==> config.mk <==
export PLATFORM = sky130hd
export DESIGN_NAME = reversible_counter
export DESIGN_NICKNAME = d
export VERILOG_FILES = /design/src/rtl/reversible_counter.sv
export SDC_FILE = /design/constraint.sdc
export NUM_CORES = 1
export LEC_CHECK = 0
export BUFFER_PORTS_ARGS = -buffer_cell sky130_fd_sc_hd__buf_4
export CORE_MARGIN = 2
export CORE_UTILIZATION = 39
export CTS_BUF_LIST = sky130_fd_sc_hd__clkbuf_4
export CTS_CLUSTER_SIZE = 28
export DETAILED_ROUTE_END_ITERATION = 6
export PLACE_DENSITY_LB_ADDON = 0.1
export SETUP_SLACK_MARGIN = 0.02
export SLEW_MARGIN = 0
export SYNTH_ARGS = -nofsm -noshare
export SYNTH_HDL_FRONTEND = slang
export SYNTH_SLANG_ARGS = --single-unit
==> constraint.sdc <==
create_clock -name clk -period 3.7 [get_ports clk]
set_clock_uncertainty 0.05 [all_clocks]
set_input_delay 0.37 -clock clk [delete_from_list [all_inputs] [get_ports clk]]
set_output_delay 0.37 -clock clk [all_outputs]
set_load 0.02 [all_outputs]
==> src/rtl/reversible_counter.sv <==
// Up/down position counter fed by the quadrature decoder's count-enable and
// direction strobes. It has optional input synchronisers and either wrapping or clamping arithmetic.
module reversible_counter #(
    parameter int WIDTH       = 32,
    parameter int SYNC_STAGES = 2,
    parameter int SATURATE    = 0
) (
    input  logic             clk,
    input  logic             rst,
    input  logic             enable,
    input  logic             dir,
    output logic [WIDTH-1:0] cnt
);

    localparam logic [WIDTH-1:0] ONE = WIDTH'(1);

    logic en_s;
    logic dir_s;
    logic at_max;
    logic at_min;

    generate
        if (SYNC_STAGES == 0) begin : g_nosync
            assign en_s  = enable;
            assign dir_s = dir;
        end else begin : g_sync
            logic [SYNC_STAGES-1:0] en_sync;
            logic [SYNC_STAGES-1:0] dir_sync;

            // Chains reset to zero so that no count is produced while they refill after reset.
            always_ff @(posedge clk or negedge rst) begin
                if (!rst) begin
                    en_sync  <= '0;
                    dir_sync <= '0;
                end else begin
                    en_sync[0]  <= enable;
                    dir_sync[0] <= dir;
                    for (int i = 1; i < SYNC_STAGES; i++) begin
                        en_sync[i]  <= en_sync[i-1];
                        dir_sync[i] <= dir_sync[i-1];
                    end
                end
            end

            assign en_s  = en_sync[SYNC_STAGES-1];
            assign dir_s = dir_sync[SYNC_STAGES-1];
        end
    endgenerate

    assign at_max = (cnt == {WIDTH{1'b1}});
    assign at_min = (cnt == {WIDTH{1'b0}});

    // A step is suppressed only when saturating and already at the limit in the counting direction.
    always_ff @(posedge clk or negedge rst) begin
        if (!rst) begin
            cnt <= '0;
        end else if (en_s) begin
            if (dir_s) begin
                if (!((SATURATE != 0) && at_max)) begin
                    cnt <= cnt + ONE;
                end
            end else begin
                if (!((SATURATE != 0) && at_min)) begin
                    cnt <= cnt - ONE;
                end
            end
        end
    end

endmodule

==> reports/qor.csv, run 1 <==
stage;metric;value;unit
synth;Most used DFF post-synth;dfrtp_1;
critical_path;CP max-delay cell;dfrtp_1;
floorplanning;die area;0.00828;mm²
timing;Final Slew Violations;0;
clock_network;clock sinks;36;
synth;Cells after Synth;315;
clock_network;CTS tree;built;
critical_path;CP Capture Type;flip-flop;
pwr;Static Leak;1.51;nW
global_route;gr ovfl total;0;
place;GPL Wtd Cong;0.876;
critical_path;Worst EP required;3.90;ns
final_layout;nets@finish;384;
global_route;initial antenna violation count;0;
floorplanning;Die Span X;91.0;µm
floorplanning;Core Box Area;0.00729;mm²
timing;final setup vio count;0;
floorplanning;Top Ports;36;
place;IO Port Bufs;35;
critical_path;CP max stage delay;0.46;ns
critical_path;CP Data Arrival Time;3.45;ns
critical_path;Startpoint Class;flip-flop;
clock_network;Reg clk slew, reported paths;0.13;ns
synth;EDFF count, synth;0;
floorplanning;Initial Utilization;40.5;%
timing;Slew HR;62.5;%
synth;area leader, netlist;dfrtp_1;
timing;actual slew at the worst max-slew pin;0.548;ns
pwr;power density cells;1020;mW/mm²
final_layout;share of cells above drive strength 1;21.7;%
timing;total negative slack;0;ns
critical_path;Setup CP Type;flip-flop to flip-flop;
global_route;vias in the first global route;2418;
global_route;All-Layer GR Usage;16.6;%
clock_network;H-tree Lvls;2;
pwr;Peak VDD IR;0.393;mV
critical_path;CP Buf/Inv Count;1;
synth;Synth async-reset ratio;100;%
route;Initial DRT Pass Iterations;4;
route;met2 routed WL;2830;µm
final_layout;Layout area overhead;15.4;%
clock_network;clk_lat worst skew;0.35;ns
route;drt total wl;6500;µm
final_layout;commonest non-fill, non-tap cells in the layout;buf_4 (40), dfrtp_1 (36), a21oi_1 (31);
route;post-DR vias/cell;5.50;
timing;count of final hold-check violations;0;
synth;flop and latch count out of synthesis;36;
timing;Tcrit/Tclk final;87.8;%
critical_path;CP cell instances;inv_1 > ha_1 > a211oi_2 > o211ai_1 > a311o_1 > a2bb2oi_2 > a41oi_2 > a2111oi_2 > a211oi_1 > xnor2_1;
global_route;first-pass GRT wire length;11400;µm
global_route;largest net degree at the start of global routing;38;
floorplanning;Site Rows;31;
final_layout;utilization after layout;46.7;%
timing;FMAX;308;MHz
synth;Yosys warnings;0;
synth;Mean Syn Cell Area;9.37;µm²
place;DP HPWL;4810;µm
synth;top post-synthesis cells by area;dfrtp_1 (31%), ha_1 (13%), mux2_2 (8.8%);
synth;syn_nets;350;
route;antenna-violating nets left;0;
clock_network;postcts setup bufs;0;
final_layout;# diodes;0;
hold_path;worst hold path type;primary input to flip-flop;
synth;sequential area share after synthesis;30.5;%
clock_network;cell chosen for the clock root;clkbuf_4;
route;via count;2471;
timing;hold_ws;0.0624;ns
final_layout;commonest non-fill, non-tap cell in the layout;buf_4;
clock_network;clk buf depth;2;
job;Max Cap Viol;0;
synth;area share of the largest cell type after synthesis;30.5;%
route;WL met3;201;µm
route;DR DRC count;0;
route;DR top layer;met4;
route;drt wl/cell;14.5;µm
run_status;status;completed;
floorplanning;die height;91.0;µm
synth;Synth cell types;51;
timing;RSZ-0062 raised after global routing;false;
timing;final worst path period need;3.25;ns
route;met1 WL;3370;µm
critical_path;CP delay by family, top;compound AO/OA/AOI/OAI gates;
synth;Mapped Area;0.00295;mm²
clock_network;CTS Buf Count;5;
critical_path;peak fanout along the critical path;11;
route;number of DRC markers in iteration 0;63;
-- cell families after synthesis --
| logic type | share of synthesized area [%] |
|---|---|
| AND/OR/NAND/NOR | 11.5 |
| flip-flops | 30.5 |
| multiplexers | 9.45 |
| AO/OA/AOI/OAI | 23.9 |
| buffers and inverters | 3.26 |
| adder cells (fa/ha/maj) | 13.4 |
| XOR/XNOR | 8.01 |
-- per-stage QoR --
stage | total power (W) | cell area (µm²) | instances | worst slack, ns
finish | 0.00347 | 3410 | 449 | 0.450
global route | 0.00380 | 3410 | 449 | 0.139
CTS | 0.00350 | 3410 | 449 | 0.398
detailed placement | 0.00318 | 3320 | 440 | 0.420
global placement | 0.00319 | 3320 | 440 | 0.495
floorplan | 0.00253 | 2950 | 315 | 0.528
-- worst paths after layout --
| kind | endpoint | cells past startpoint | from | slack [ns] |
|---|---|---|---|---|
| worst max-delay path | cnt[31] | 10 | g_sync.dir_sync[1] | 0.45 |
| worst min-delay path | g_sync.dir_sync[0] | 1 | dir | 0.06 |
| worst max register to register | cnt[31] | 10 | g_sync.dir_sync[1] | 0.45 |
| worst min register to register | g_sync.dir_sync[1] | 0 | g_sync.dir_sync[0] | 0.31 |
| max in group asynchronous | cnt[26] | 2 | rst | 2.82 |
| min in group asynchronous | cnt[14] | 2 | rst | 0.44 |
-- where the power goes --
group	internal (W)	leakage [nW]	switching [W]	total (W)
Sequential	0.000586	0.420	0.000165	0.000751
Combinational	0.00112	1.05	0.00131	0.00243
Clock	0.000141	0.0412	0.000151	0.000292
Total	0.00185	1.51	0.00162	0.00347
-- cells in the mapped netlist (5+ instances only) --
library cell   n
nand2_1       15
nand3_1        9
o21bai_1       5
o21ai_0       19
ha_1          30
a21o_1        15
a21oi_1       31
nand4_1        9
buf_2          5
o211ai_1       6
xor2_1         9
dfrtp_1       36
xnor2_1       18
nor2_1        13
clkbuf_1       7
mux2_2        23
inv_1          9
-- routing by layer --
layer / vias up / GRT usage (%)
li1: 1263 / -
met1: 1156 / 23.3
met2: 41 / 26.4
met3: 11 / 2.99
met4: 0 / 4.67
met5: - / 0
-- flip-flops by register name, indices dropped and copies added (netlist names) --
register / count
g_sync.dir_sync: 2
cnt: 32
g_sync.en_sync: 2
-- cell type report --
cell class / instances / area [µm²]
multi-input combinational: 255 / 1950
sequential: 36 / 901
clock inverter: 3 / 42.5
timing repair buffer: 41 / 310
fill: 739 / 3880
clock buffer: 5 / 37.5
tap: 99 / 124
inverter: 10 / 37.5
-- repair_timing --
action / CTS / global route
gates resized for setup: 0 / 0
endpoints found under the hold margin: 36 / 0
hold buffers: 1 / 0
(Power assumes the default switching activity.)
==> inputs of run 2 (changes only) <==
--- a/config.mk
+++ b/config.mk
@@ -8,7 +8,7 @@
 export BUFFER_PORTS_ARGS = -buffer_cell sky130_fd_sc_hd__buf_4
 export CORE_MARGIN = 2
 export CORE_UTILIZATION = 39
-export CTS_BUF_LIST = sky130_fd_sc_hd__clkbuf_4
+export CTS_BUF_LIST = sky130_fd_sc_hd__clkbuf_8
 export CTS_CLUSTER_SIZE = 28
 export DETAILED_ROUTE_END_ITERATION = 6
 export PLACE_DENSITY_LB_ADDON = 0.1
==> reports/qor.csv, run 2 (synthesis gave the netlist of run 1 again) <==
stage;metric;value;unit;change
pwr;Clock power frac;10.0;%;was 8.4%
pwr;combinational power share;68.7;%;was 70.0%
clock_network;CTS tree;built;;unchanged
clock_network;clk_lat worst skew;0.29;ns;was 0.35 ns
pwr;sequential share of power;21.3;%;was 21.6%
pwr;Sw Pwr;0.00163;W;was 0.00162 W
final_layout;top flop regs;cnt x32, g_sync.dir_sync x2, g_sync.en_sync x2;;unchanged
final_layout;Filler cells;740;;was 739
route;antenna-violating nets left;0;;unchanged
timing;RSZ-0062 raised after global routing;false;;unchanged
final_layout;commonest non-fill, non-tap cell in the layout;buf_4;;unchanged
route;Initial DRT Pass Iterations;4;;unchanged
pwr;power density cells;1030;mW/mm²;was 1020 mW/mm²
final_layout;share of cells above drive strength 1;21.8;%;was 21.7%
pwr;Static Leak;1.52;nW;was 1.51 nW
final_layout;max reg flops;32;;unchanged
clock_network;CTS Buf Count;5;;unchanged
hold_path;worst hold path type;primary input to asynchronous set/reset pin;;was primary input to flip-flop
timing;actual slew at the worst max-slew pin;0.562;ns;was 0.548 ns
final_layout;area of the multi-input gates;0.00195;mm²;unchanged
final_layout;nets@finish;383;;was 384
timing;Slew HR;61.6;%;was 62.5%
final_layout;# diodes;0;;unchanged
final_layout;final instance area;0.00343;mm²;was 0.00341 mm²
critical_path;Startpoint Class;flip-flop;;unchanged
route;DR DRC count;0;;unchanged
final_layout;Biggest register;cnt;;unchanged
place;GPL Wtd Cong;0.876;;unchanged
route;drt wl/cell;14.6;µm;was 14.5 µm
floorplanning;Site Rows;31;;unchanged
critical_path;peak fanout along the critical path;11;;unchanged
route;post-DR vias/cell;5.49;;was 5.50
route;drt total wl;6540;µm;was 6500 µm
timing;final worst path period need;3.24;ns;was 3.25 ns
pwr;Peak VDD IR;0.395;mV;was 0.393 mV
floorplanning;Core Box Area;0.00729;mm²;unchanged
global_route;first-pass GRT wire length;11400;µm;about the same
place;DP HPWL;4810;µm;unchanged
critical_path;CP Capture Type;flip-flop;;unchanged
place;IO Port Bufs;35;;unchanged
final_layout;Layout area overhead;16.2;%;was 15.4%
global_route;initial antenna violation count;0;;unchanged
critical_path;Setup CP Type;flip-flop to flip-flop;;unchanged
job;Max Cap Viol;0;;unchanged
floorplanning;Die Span X;91.0;µm;unchanged
timing;count of final hold-check violations;36;;was 0
critical_path;CP Data Arrival Time;3.37;ns;was 3.45 ns
critical_path;Worst R2R Path Depth;10;;unchanged
floorplanning;die area;0.00828;mm²;unchanged
clock_network;H-tree Lvls;2;;unchanged
clock_network;postcts setup bufs;0;;unchanged
timing;Final WS setup;0.458;ns;was 0.450 ns
place;placed cell area;0.00332;mm²;unchanged
clock_network;clk buf depth;2;;unchanged
pwr;Int Power;0.00191;W;was 0.00185 W
timing;final setup vio count;0;;unchanged
pwr;Net Sw Frac;46.1;%;was 46.7%
clock_network;# hold bufs at CTS;0;;was 1
clock_network;clock sinks;36;;unchanged
clock_network;post-CTS sizing;0;;unchanged
global_route;largest net degree at the start of global routing;38;;unchanged
timing;Tcrit/Tclk final;87.6;%;was 87.8%
final_layout;register area;901;µm²;unchanged
pwr;total power;0.00354;W;was 0.00347 W
timing;hold_ws;-0.0195;ns;was 0.0624 ns
global_route;vias in the first global route;2429;;was 2418
floorplanning;Initial Utilization;40.5;%;unchanged
global_route;All-Layer GR Usage;16.6;%;about the same
global_route;gr ovfl total;0;;unchanged
route;number of DRC markers in iteration 0;80;;was 63
floorplanning;die height;91.0;µm;unchanged
clock_network;cell chosen for the clock root;clkbuf_8;;was clkbuf_4
timing;FMAX;308;MHz;about the same
route;via count;2459;;was 2471
run_status;failing checks;negative hold slack;;
critical_path;Worst EP required;3.83;ns;was 3.90 ns
floorplanning;Top Ports;36;;unchanged
timing;total negative slack;0;ns;unchanged
timing;Final Slew Violations;0;;unchanged
final_layout;fin cells;448;;was 449
clock_network;Reg clk slew, reported paths;0.08;ns;was 0.13 ns
run_status;status;finished, violations left;;was completed
place;pre-CTS setup slack;0.420;ns;unchanged
place;Cells after DPL;440;;unchanged
final_layout;commonest non-fill, non-tap cells in the layout;buf_4 (40), dfrtp_1 (36), a21oi_1 (31);;unchanged
## run 2: changes by cell type in the layout (fill, tap and decap cells not counted), sizes merged
cell / delta
dlygate4sd3: -1
## run 2: metrics by stage
| step | hold slack [ns] | utilization [%] |
|---|---|---|
| after global placement | 0.284 | 45.5 |
| after CTS | 0.00568 | 47.0 |
| final | -0.0195 | 47.0 |
| after detailed placement | 0.286 | 45.5 |
| after global routing | 0.0168 | 47.0 |
| after floorplan | 0.0244 | - |
## run 2: final cells by class
type,instances,share of cell area [%]
Clock inverter,3,1.24
Sequential cell,36,26.3
Tap cell,99,3.61
Clock buffer,5,2.01
Timing Repair Buffer,40,8.76
Multi-Input combinational cell,255,57.0
Inverter,10,1.09
## run 2: critical path: stages, from the launching register on
cell       delay [ns]
dfrtp_1          0.45
inv_1            0.33
ha_1             0.34
a211oi_2         0.28
o211ai_1         0.15
a311o_1          0.43
a2bb2oi_2        0.23
a41oi_2          0.23
a2111oi_2        0.39
a211oi_1         0.09
xnor2_1          0.15
## run 2: path summary, 6_finish.rpt
| kind | from | end | slack, ns |
|---|---|---|---|
| setup / recovery | g_sync.dir_sync[1] | cnt[31] | 0.46 |
| hold / removal | rst | cnt[10] | -0.02 |
| setup reg to reg | g_sync.dir_sync[1] | cnt[31] | 0.46 |
| hold reg to reg | g_sync.dir_sync[0] | g_sync.dir_sync[1] | 0.30 |
| max in group asynchronous | rst | cnt[26] | 3.28 |
| min in group clk | dir | g_sync.dir_sync[0] | 0.13 |
## run 2: power by group through the flow
stage               clock, W  sequential (W)  combinational (W)
floorplan                  0        0.000949            0.00159
global placement           0        0.000761            0.00242
detailed placement         0        0.000765            0.00242
CTS                 0.000373        0.000758            0.00243
global route        0.000388        0.000785            0.00269
finish              0.000356        0.000753            0.00243
## run 2: per-layer routing
metal	share of wire (%)	up-vias	track usage (%)
li1	-	1260	-
met1	52	1155	23.3
met2	44	36	26.4
met3	2.9	8	2.49
met4	1.3	0	4.67
met5	0	-	0
==> inputs of run 3 (changes only) <==
--- a/config.mk
+++ b/config.mk
@@ -5,6 +5,7 @@
 export SDC_FILE = /design/constraint.sdc
 export NUM_CORES = 1
 export LEC_CHECK = 0
+export ABC_AREA = 1
 export BUFFER_PORTS_ARGS = -buffer_cell sky130_fd_sc_hd__buf_4
 export CORE_MARGIN = 2
 export CORE_UTILIZATION = 39
==> reports/qor.csv, run 3 <==
stage;metric;value;unit;change
synth;combinational family with the most area after synthesis;simple AND/OR/NAND/NOR gates;;was compound AO/OA/AOI/OAI gates
hold_path;Worst Hold Path Cells;1;;
route;drt total wl;9880;µm;was 6540 µm
final_layout;Biggest register;cnt;;unchanged
clock_network;Reg clk slew, reported paths;0.08;ns;about the same
synth;Synth Area in Adders;10.9;%;was 13.4%
pwr;Peak VDD IR;0.366;mV;was 0.395 mV
synth;Synth Area in Compound Gates;6.30;%;was 23.9%
pwr;Int Power;0.00172;W;was 0.00191 W
route;number of DRC markers in iteration 0;232;;was 80
place;GPL Wtd Cong;0.933;;was 0.876
final_layout;top flop regs;cnt x32, g_sync.dir_sync x2, g_sync.en_sync x2;;unchanged
synth;Post-synth top cells;nand2_1 (267), inv_1 (114), nand3_1 (43);;was dfrtp_1 (36), a21oi_1 (31), ha_1 (30)
route;drt wl/cell;12.9;µm;was 14.6 µm
clock_network;clk_lat worst skew;0.30;ns;was 0.29 ns
clock_network;CTS tree;built;;unchanged
critical_path;CP Depth;12;;was 10
final_layout;commonest non-fill, non-tap cell in the layout;nand2_1;;was buf_4
critical_path;origin of the critical flop-to-flop path;g_sync.dir_sync[1];;unchanged
job;Max Cap Viol;0;;unchanged
global_route;vias in the first global route;3417;;was 2429
critical_path;CP delay by family, top;simple AND/OR/NAND/NOR gates;;was compound AO/OA/AOI/OAI gates
critical_path;CP max stage delay;0.64;ns;was 0.45 ns
route;antenna-violating nets left;0;;unchanged
timing;actual slew at the worst max-slew pin;0.859;ns;was 0.562 ns
clock_network;# hold bufs at CTS;1;;was 0
synth;Cells after Synth;615;;was 315
pwr;Static Leak;2.51;nW;was 1.52 nW
critical_path;CP Launch Point;g_sync.dir_sync[1];;unchanged
synth;mux cell area share after synthesis;0;%;was 9.45%
floorplanning;die height;100;µm;was 91.0 µm
floorplanning;Die Span X;100;µm;was 91.0 µm
floorplanning;die area;0.0101;mm²;was 0.00828 mm²
final_layout;# diodes;0;;unchanged
critical_path;Startpoint Class;flip-flop;;unchanged
synth;EDFF count, synth;0;;unchanged
clock_network;clock sinks;36;;unchanged
critical_path;peak fanout along the critical path;20;;was 11
synth;Yosys warnings;0;;unchanged
route;via count;3641;;was 2459
final_layout;commonest non-fill, non-tap cells in the layout;nand2_1 (267), inv_1 (116), nand3_1 (43);;was buf_4 (40), dfrtp_1 (36), a21oi_1 (31)
pwr;Clock power frac;8.1;%;was 10.0%
critical_path;CP Data Arrival Time;2.89;ns;was 3.37 ns
clock_network;clk buf depth;2;;unchanged
pwr;Net Sw Frac;54.0;%;was 46.1%
place;IO Port Bufs;35;;unchanged
synth;most common cell in the netlist;nand2_1;;was dfrtp_1
pwr;combinational power share;71.6;%;was 68.7%
critical_path;flop-to-flop setup slack;0.95;ns;was 0.46 ns
global_route;largest net degree at the start of global routing;37;;was 38
final_layout;nets@finish;691;;was 383
timing;Tcrit/Tclk final;74.4;%;was 87.6%
hold_path;worst hold path type;primary input to flip-flop;;was primary input to asynchronous set/reset pin
timing;Final Slew Violations;0;;unchanged
global_route;first-pass GRT wire length;16600;µm;was 11400 µm
pwr;power density cells;907;mW/mm²;was 1030 mW/mm²
clock_network;cell chosen for the clock root;clkbuf_8;;unchanged
timing;count of final hold-check violations;0;;was 36
place;DP HPWL;7770;µm;was 4810 µm
critical_path;Setup CP Type;flip-flop to flip-flop;;unchanged
timing;total negative slack;0;ns;unchanged
timing;final setup vio count;0;;unchanged
timing;FMAX;363;MHz;was 308 MHz
hold_path;hold wc startpoint;dir;;
synth;Simple-Gate Fraction of Synth Area;41.7;%;was 11.5%
synth;flop and latch count out of synthesis;36;;unchanged
pwr;total power;0.00373;W;was 0.00354 W
critical_path;CP Buf/Inv Count;2;;was 1
pwr;sequential share of power;20.3;%;was 21.3%
floorplanning;Core Box Area;0.00911;mm²;was 0.00729 mm²
critical_path;most frequent CP cell;nand2_1;;
timing;Slew HR;42.7;%;was 61.6%
synth;syn_nets;650;;was 350
clock_network;H-tree Lvls;2;;unchanged
route;Initial DRT Pass Iterations;5;;was 4
floorplanning;Initial Utilization;39.7;%;was 40.5%
synth;area leader, netlist;nand2_1;;was dfrtp_1
global_route;gr ovfl total;0;;unchanged
final_layout;share of cells above drive strength 1;8.52;%;was 21.8%
synth;Most used DFF post-synth;dfrtp_1;;unchanged
final_layout;max reg flops;32;;unchanged
final_layout;Layout area overhead;14.0;%;was 16.2%
global_route;initial antenna violation count;0;;unchanged
synth;Synth async-reset ratio;100;%;unchanged
critical_path;Worst EP required;3.83;ns;about the same
synth;top post-synthesis cells by area;nand2_1 (28%), dfrtp_1 (25%), inv_1 (12%);;was dfrtp_1 (31%), ha_1 (13%), mux2_2 (8.8%)
floorplanning;Site Rows;35;;was 31
global_route;All-Layer GR Usage;21.0;%;was 16.6%
route;DR DRC count;0;;unchanged
clock_network;postcts setup bufs;0;;unchanged
synth;Mean Syn Cell Area;5.88;µm²;was 9.37 µm²
synth;sequential area share after synthesis;24.9;%;was 30.5%
clock_network;CTS Buf Count;5;;unchanged
critical_path;Worst R2R Path Depth;12;;was 10
route;post-DR vias/cell;4.74;;was 5.49
synth;Synth cell types;27;;was 51
synth;Post-Synth XOR/XNOR Area;3.39;%;was 8.01%
timing;final worst path period need;2.75;ns;was 3.24 ns
synth;Mapped Area;0.00361;mm²;was 0.00295 mm²
critical_path;CP max-delay cell;inv_1;;was dfrtp_1
pwr;Sw Pwr;0.00201;W;was 0.00163 W
floorplanning;Top Ports;36;;unchanged
timing;RSZ-0062 raised after global routing;false;;unchanged
clock_network;post-CTS sizing;0;;unchanged
run_status;status;completed;;was finished, violations left
critical_path;CP Capture Type;flip-flop;;unchanged
synth;area share of the largest cell type after synthesis;27.7;%;was 30.5%
critical_path;CP cell instances;inv_1 > buf_4 > ha_1 > nand2_1 > nor2_1 > nand2_1 > nor2_1 > nand2_1 > nand3_1 > nand2_1 > nand3_1 > nand2_1;;was inv_1 > ha_1 > a211oi_2 > o211ai_1 > a311o_1 > a2bb2oi_2 > a41oi_2 > a2111oi_2 > a211oi_1 > xnor2_1
-- run 3: cell types whose count changed after synthesis, moves of 14 or more --
cell / delta
nand2_1: +252
inv_1: +105
nand3_1: +34
nor2_1: +27
mux2_2: -23
a21o_1: -14
-- run 3: power groups by stage --
stage / sequential (W) / clock, W / combinational [W]
after global routing: 0.000786 / 0.000333 / 0.00304
after CTS: 0.000761 / 0.000320 / 0.00266
after floorplan: 0.000936 / 0 / 0.00170
final: 0.000757 / 0.000303 / 0.00267
after detailed placement: 0.000764 / 0 / 0.00265
after global placement: 0.000762 / 0 / 0.00264
-- run 3: layer usage --
metal	GRT usage, %	up-vias	wire length [µm]
met5	0	-	0
met4	7.80	0	262
li1	-	1960	-
met1	29.9	1592	5080
met3	3.06	15	415
met2	32.1	74	4120
-- run 3: logic make-up (layout without fill, tap and decap cells) --
kind of cell / count (synthesis) / count (layout)
buffers and inverters: 121 / 163
AND/OR/NAND/NOR: 371 / 371
XOR/XNOR: 14 / 14
AO/OA/AOI/OAI: 42 / 42
adder cells (fa/ha/maj): 31 / 31
flip-flops: 36 / 36
-- run 3: area by class of cell --
class                   count  area, µm²
clock buffers               6       82.6
fillers                  1014       4990
inverters                 115        432
repair buffers             40        303
flip-flops and latches     36        901
multi-input cells         458       2250
well taps                 111        139
clock inverters             2       7.51
-- run 3: worst paths after layout --
kind,end
max in group asynchronous,cnt[22]
min reg2reg,g_sync.dir_sync[1]
min,g_sync.dir_sync[0]
max,cnt[24]
max reg2reg,cnt[24]
min in group asynchronous,cnt[10]
-- run 3: through the flow --
step,hold WS [ns],utilization (%),cells,instance area (µm²),worst slack [ns]
floorplan,0.0244,-,615,3610,1.42
global placement,0.293,44.1,759,4020,1.04
detailed placement,0.287,44.1,759,4020,0.995
CTS,0.111,45.2,768,4120,0.974
global route,0.108,45.2,768,4120,0.759
finish,0.123,45.2,768,4120,0.946
-- run 3: worst reg2reg max path, cell delays in order (launching register included) --
cell,delay [ns]
dfrtp_1,0.42
inv_1,0.64
buf_4,0.29
ha_1,0.22
nand2_1,0.11
nor2_1,0.22
nand2_1,0.14
nor2_1,0.12
nand2_1,0.13
nand3_1,0.11
nand2_1,0.06
nand3_1,0.07
nand2_1,0.07
